--- src/rtl/alu_seq.sv ---
// Registered ALU with 16-op encoding, full-width multiply, iterative restoring
// divider (quotient + remainder), status flags and an input-ready handshake.
module alu_seq #(
    parameter int dataWidth = 8
) (
    input  logic                 clk,
    input  logic                 rst,
    input  logic [dataWidth-1:0] A,
    input  logic [dataWidth-1:0] B,
    input  logic [3:0]           alu_fun,
    input  logic                 alu_en,
    output logic                 in_ready,
    output logic [dataWidth-1:0] alu_out,
    output logic [dataWidth-1:0] alu_out_hi,
    output logic                 out_valid,
    output logic                 flag_zero,
    output logic                 flag_carry,
    output logic                 flag_div_err,
    output logic                 busy
);
    localparam int W     = dataWidth;
    localparam int CNT_W = $clog2(dataWidth + 1);

    typedef enum logic {IDLE, DIV} state_t;

    state_t         state, state_nxt;
    logic [CNT_W-1:0] cnt;
    logic [W-1:0]   quo, rem, dvs;

    logic           accept, start_div;
    logic [W-1:0]   res_lo, res_hi;
    logic           res_c, res_e;
    logic [W:0]     sum;
    logic [2*W-1:0] prod;

    logic [W:0]     rem_sh;
    logic           q_bit;
    logic [W-1:0]   rem_nxt, quo_nxt;

    assign in_ready  = (state == IDLE);
    assign busy      = ~in_ready;
    assign accept    = alu_en && in_ready;
    assign start_div = accept && (alu_fun == 4'b0011) && (B != '0);

    // quo starts as the dividend and shifts left; quotient bits fill in from the LSB
    assign rem_sh  = {rem, quo[W-1]};
    assign q_bit   = (rem_sh >= {1'b0, dvs});
    assign rem_nxt = q_bit ? W'(rem_sh - {1'b0, dvs}) : rem_sh[W-1:0];
    assign quo_nxt = {quo[W-2:0], q_bit};

    assign sum  = {1'b0, A} + {1'b0, B};
    assign prod = {{W{1'b0}}, A} * {{W{1'b0}}, B};

    always_comb begin
        res_lo = '0;
        res_hi = '0;
        res_c  = 1'b0;
        res_e  = 1'b0;
        case (alu_fun)
            4'b0000: begin res_lo = sum[W-1:0]; res_c = sum[W]; end
            4'b0001: begin res_lo = A - B; res_c = (A < B); end
            4'b0010: begin res_lo = prod[W-1:0]; res_hi = prod[2*W-1:W]; res_c = |prod[2*W-1:W]; end
            // only reaches the result registers for a zero divisor
            4'b0011: begin res_lo = '1; res_hi = A; res_e = 1'b1; end
            4'b0100: res_lo = A & B;
            4'b0101: res_lo = A | B;
            4'b0110: res_lo = ~(A & B);
            4'b0111: res_lo = ~(A | B);
            4'b1000: res_lo = A ^ B;
            4'b1001: res_lo = ~(A ^ B);
            4'b1010: res_lo = (A == B) ? W'(1) : '0;
            4'b1011: res_lo = (A > B)  ? W'(2) : '0;
            4'b1100: res_lo = (A < B)  ? W'(3) : '0;
            4'b1101: begin res_lo = A >> 1; res_c = A[0]; end
            4'b1110: begin res_lo = A << 1; res_c = A[W-1]; end
            default: res_lo = '0;
        endcase
    end

    always_ff @(posedge clk or negedge rst) begin
        if (!rst) state <= IDLE;
        else      state <= state_nxt;
    end

    always_comb begin
        state_nxt = state;
        case (state)
            IDLE:    if (start_div) state_nxt = DIV;
            DIV:     if (cnt == CNT_W'(1)) state_nxt = IDLE;
            default: state_nxt = IDLE;
        endcase
    end

    always_ff @(posedge clk or negedge rst) begin
        if (!rst) begin
            cnt          <= '0;
            quo          <= '0;
            rem          <= '0;
            dvs          <= '0;
            alu_out      <= '0;
            alu_out_hi   <= '0;
            out_valid    <= 1'b0;
            flag_zero    <= 1'b0;
            flag_carry   <= 1'b0;
            flag_div_err <= 1'b0;
        end else begin
            out_valid <= 1'b0;
            if (start_div) begin
                quo <= A;
                dvs <= B;
                rem <= '0;
                cnt <= CNT_W'(W);
            end else if (accept) begin
                alu_out      <= res_lo;
                alu_out_hi   <= res_hi;
                flag_zero    <= (res_lo == '0);
                flag_carry   <= res_c;
                flag_div_err <= res_e;
                out_valid    <= 1'b1;
            end
            if (state == DIV) begin
                quo <= quo_nxt;
                rem <= rem_nxt;
                cnt <= cnt - CNT_W'(1);
                if (cnt == CNT_W'(1)) begin
                    alu_out      <= quo_nxt;
                    alu_out_hi   <= rem_nxt;
                    flag_zero    <= (quo_nxt == '0);
                    flag_carry   <= 1'b0;
                    flag_div_err <= 1'b0;
                    out_valid    <= 1'b1;
                end
            end
        end
    end
endmodule

--- config.mk ---
export PLATFORM = sky130hd
export DESIGN_NAME = alu_seq
export DESIGN_NICKNAME = d
export VERILOG_FILES = /design/src/rtl/alu_seq.sv
export SDC_FILE = /design/constraint.sdc
export NUM_CORES = 1
export LEC_CHECK = 0
export BUFFER_PORTS_ARGS = -buffer_cell sky130_fd_sc_hd__buf_2
export CAP_MARGIN = 20
export CORE_UTILIZATION = 25
export DETAILED_ROUTE_END_ITERATION = 10
export GPL_TIMING_DRIVEN = 0
export SETUP_SLACK_MARGIN = 0.1
export SYNTH_ARGS = -nofsm -noshare
export SYNTH_HDL_FRONTEND = slang
export SYNTH_SLANG_ARGS = --single-unit
--- constraint.sdc ---
create_clock -name clk -period 2.33 [get_ports clk]
set_clock_uncertainty 0.15 [all_clocks]
set_input_delay 0.466 -clock clk [delete_from_list [all_inputs] [get_ports clk]]
set_output_delay 0.466 -clock clk [all_outputs]
set_load 0.01 [all_outputs]
Word-level counts from Yosys, hierarchy flattened
Cells that the tools add are included.
{ "totals": {"elab_cells": 92, "ff_bits": 49, "out_inout_bits": 22} }
{ "classes": {"reduce_logical": 9, "muxes": 41, "mul": 1, "bitwise_logic": 7, "order_cmp": 3, "add_sub_neg": 4, "eq_ne": 16} }
{ "ops": {"columns": ["cell", "count"], "rows": [
  ["8-bit case mux with 15 select lines", 1],
  ["8-bit 2-to-1 mux", 13],
  ["4-bit == test, second input constant", 7],
  ["8-bit NOT", 3],
  ["1-bit 2-to-1 mux", 20],
  ["4-bit by 3-bit == test with 1-bit output, second input constant", 4],
  ["8-bit zero test", 2],
  ["8-bit by 8-bit multiplier with 16-bit output", 1],
  ["8-bit case mux with 2 select lines", 1],
  ["8-bit subtractor", 2],
  ["8-bit by 8-bit adder with 9-bit output", 1],
  ["9-bit by 8-bit greater-or-equal comparator with 1-bit output", 1],
  ["8-bit bitwise AND", 1],
  ["4-bit by 1-bit == test with 1-bit output, second input constant", 2],
  ["4-bit by 2-bit == test with 1-bit output, second input constant", 2],
  ["8-bit == test", 1],
  ["8-bit > comparator", 1],
  ["8-bit less-than comparator", 1],
  ["4-bit 2-to-1 mux", 2],
  ["8-bit bitwise OR", 1],
  ["8-bit nonzero test", 1],
  ["8-bit OR reduction", 1],
  ["8-bit bitwise XOR", 1],
  ["1-bit case mux with 5 select lines", 1],
  ["other kinds (7)", 10]
]} }

Depth between registers and ports, before layout
{ "depth": {"depth_word": 8, "mapped_depth": 18, "mapped_depth_nobuf": 18} }

Worst setup path after synthesis
OpenSTA, ideal clock, no wires.
{ "synth_timing": {"path_kind": "input port to flip-flop", "start": "input A[2]", "end": "register flag_carry", "setup_slack_ns": -2.679, "t_arrival_ns": 4.730, "setup_ns": 0.129, "cell_stages": 15, "cell_sequence": "clkinv_1 -> nor2_1 -> fa_1 -> fa_1 -> fa_1 -> inv_1 -> fa_1 -> inv_1 -> ha_1 -> nand3_1 -> o211ai_1 -> o41ai_1 -> xnor2_1 -> or4_1 -> o41a_1"} }
{ "synth_between": {"elab_chain_cells": 7, "elab_cells_between_ends": 9} }
{ "synth_lines": {"columns": ["element", "line_no", "source"], "rows": [
  ["start: declaration", "8", "input logic [dataWidth-1:0] A,"],
  ["8-bit by 8-bit multiplier with 16-bit output", "52", "assign prod = {{W{1'b0}}, A} * {{W{1'b0}}, B};"],
  ["8-bit OR reduction", "62", "4'b0010: begin res_lo = prod[W-1:0]; res_hi = prod[2*W-1:W]; res_c = |prod[2*W-1:W]; end"],
  ["1-bit case mux with 5 select lines (*)", "59", "case (alu_fun)"],
  ["1-bit 2-to-1 mux (*)", "113", "end else if (accept) begin"],
  ["1-bit 2-to-1 mux (*)", "108", "if (start_div) begin"],
  ["1-bit 2-to-1 mux", "125", "if (cnt == CNT_W'(1)) begin"],
  ["1-bit 2-to-1 mux (*)", "121", "if (state == DIV) begin"],
  ["end signal: assignment", "117", "flag_carry <= res_c;"],
  ["end: declaration", "17", "output logic flag_carry,"]
]} }
Mark *: on every way between the ends. The rest lies on a longest branch, timed or not.
A chain may end at the register's enable or synchronous reset.

Worst setup path after layout
{ "layout_timing": {"start": "input B[6]", "end": "register flag_carry"} }
{ "layout_between": {"elab_chain_cells": 7, "elab_cells_between_ends": 11} }
{ "layout_lines": {"columns": ["element", "line_no", "source"], "rows": [
  ["start: declaration", "9", "input logic [dataWidth-1:0] B,"],
  ["8-bit by 8-bit multiplier with 16-bit output", "52", null],
  ["8-bit OR reduction", "62", null],
  ["1-bit case mux with 5 select lines", "59", null],
  ["1-bit 2-to-1 mux", "113", null],
  ["1-bit 2-to-1 mux (*)", "108", null],
  ["1-bit 2-to-1 mux", "125", null],
  ["1-bit 2-to-1 mux (*)", "121", null]
]} }
Marked as above.

==> results.toml <==
[yosys]
yosysTopAreaCellShare_pct = 19.5
ys_ff_latch = 49
synth_edf_count = 0
netlist_instances = 750
ys_top_cells_by_area = "dfrtp_1 (19%), ha_1 (14%), fa_1 (12%), inv_1 (4.9%), nor2_1 (4.4%)"
postSynth.asyncResetShare_pct = 100
synth_ff_type = "dfrtp_1"
yosys.area.top_type = "dfrtp_1"
avgSynthCellArea_um2 = 8.39
yosysWarnings = 0
yosys.cell_types.count = 73
seq_area_frac_synth_pct = 19.5
synthesis.nets = 882
syn-cell-area_um2 = 6290

[place]
gp_congestion = 0.966
place_ws_ns = -3.21
dp_cells = 1116
place.port_buffers = 40
placed_area_um2 = 7160
dp_hpwl_um = 16600

[status]
violations = "setup timing"
status = "finished with violations"

[cells_and_area]
fin_area_um2 = 8840
final_common_cell = "inv_1"
layout_common_cells = "inv_1 (59), buf_4 (54), nand2_1 (53)"
antenna_cells = 0
final_cells = 1190
nets = 997
area_growth_pct = 40.4
final_util_pct = 36.0
layout-drive-gt1-share_pct = 34.1

[pwr]
total_power_mw = 8.16
powerDensity_nw_per_um2 = 924
ir_worst_vdd_mv = 0.453
p_leak_nw = 3.79

[worst_setup_path]
required_ns = 2.36
worstSetupEndpointType = "flop"
timing.critical_path.slowest_stage_cell = "fa_1"
cpMostUsedCell = "fa_1"
path_buf_inv = 6
crit_path_max_fanout = 6
start_kind = "primary input"
critPathKind = "in -> reg"
critPathMaxStageDelay_ns = 0.51
crit_arrival_ns = 4.69
r2r_slack_ns = -0.55
critPathTopFamily = "adder cells"
crit_chain = "buf_12, clkinvlp_4, buf_6, nor2_4, fa_1, fa_1, fa_1, inv_2, fa_1, inv_2, ha_4, buf_6, o2111a_1, a22oi_2, nand2b_1, xor2_2, or4_1, o41a_1"

[grt]
grt_max_degree = 36
track_usage_pct = 17.5
antenna_found_initial = 0
grt_pass1_vias = 6182
grt_pass1_wl_um = 35100
grt.overflow.total = 0

[routing]
vias = 6313
ant_nets = 0
routed_wl_um = 22900
route.detailed.drc = 0
dr.pass1.iters = 6
wire_per_inst_um = 19.2
drt_iter0_drc = 467
via_per_inst = 5.31

[floorplanning]
core_area_um2 = 24500
die_width_um = 161
initial_core_util_pct = 25.6
die_area_um2 = 25800
dieHeight_um = 161
io_pins = 45
num_rows = 57

[clocking]
cts-root-buf = "clkbuf_16"
htreeDepth = 2
clock_latency_ns = 0.30
clk_path_buf_depth = 2
clock-sinks = 49
clkTransAtPathRegs_ns = 0.07
numCtsBuffers = 5
cts_tree = "yes"

[timing]
hold_violations = 0
slew_headroom_pct = 20.3
rsz0062_at_grt = "yes"
min_period_over_period_pct = 200
drv_slew = 0
worst_pin_slew_ns = 1.18
max_clock_freq_ghz = 0.215
period_needed_ns = 4.66
holdWs_ns = 0.269
finalSetupTns_ns = -29.33
setup_viol_count_final = 26
fin_ws_ns = -2.33

[run]
cap_violations = 0

[worst_hold_path]
hold_path.class = "in -> reg"
[registers in the layout, summed over array words and instances, names as in the netlist]
register	cells
rem	8
alu_out_hi	8
quo	8
dvs	8
flag_zero	1
flag_carry	1
busy	1
out_valid	1
cnt	4
alu_out	8
flag_div_err	1
[Yosys cell counts, drive strengths merged (7+ instances only)]
master,n
nor2b,13
dfrtp,49
ha,70
a22oi,12
clkbuf,26
a21o,8
a21oi,31
nand4,7
nor3,14
xor2,13
xnor2,18
nand2,59
mux2i,15
inv,82
o21ai,44
nor2,74
fa,39
nand2b,8
a211oi,8
o22ai,16
a32oi,9
nand3,10
[power breakdown]
part           switching [mW]  total (mW)  internal [mW]
Sequential              0.283        1.48           1.20
Combinational            3.15        5.92           2.77
Clock                   0.358       0.759          0.401
[cell families (layout without fill, tap and decap cells)]
kind of cell / Yosys count / in the layout / synth area share, %
AO/OA/AOI/OAI: 196 / 196 / 22.0
XOR/XNOR: 31 / 31 / 4.31
adder cells (fa/ha/maj): 109 / 109 / 26.3
buffers and inverters: 120 / 236 / 7.22
flip-flops: 49 / 49 / 19.5
multiplexers: 16 / 16 / 2.57
AND/OR/NAND/NOR: 229 / 229 / 18.1
[timing repair]
action,CTS,global route
hold buffers,1,0
pin swaps,58,45
hold endpoints to repair,14,0
endpoints found under the setup margin,35,40
resized for setup,163,66
setup buffers,48,18
[tightest hold or removal path, delay by kind of cell]
family                 cells  cell delay [ns]
AO/OA/AOI/OAI              1             0.07
buffers and inverters      1             0.10
AND/OR/NAND/NOR            1             0.04
[metal layers]
metal / share of wire [%] / GRT usage [%] / vias up
met5: 0 / 0 / -
met2: 47 / 28.3 / 270
met1: 43 / 23.8 / 3101
met4: 2.3 / 5.63 / 0
li1: - / - / 2900
met3: 6.8 / 2.40 / 42
[cell type report]
cell class / instances / area [um2]
Multi-Input combinational cell: 581 / 5490
Inverter: 88 / 412
Fill cell: 2505 / 15700
Clock inverter: 3 / 21.3
Tap cell: 324 / 405
Sequential cell: 49 / 1230
Buffer: 32 / 170
Timing Repair Buffer: 108 / 986
Clock buffer: 5 / 125
[final timing paths]
kind                        start         end  cells after the start
max                          B[6]  flag_carry                     18
min                          B[3]      dvs[3]                      3
max reg2reg                  busy  flag_carry                      8
min reg2reg                dvs[0]      dvs[0]                      2
max in group asynchronous     rst  alu_out[4]                      3
min in group asynchronous     rst      rem[3]                      2
Power figures use the tool's default switching activity.
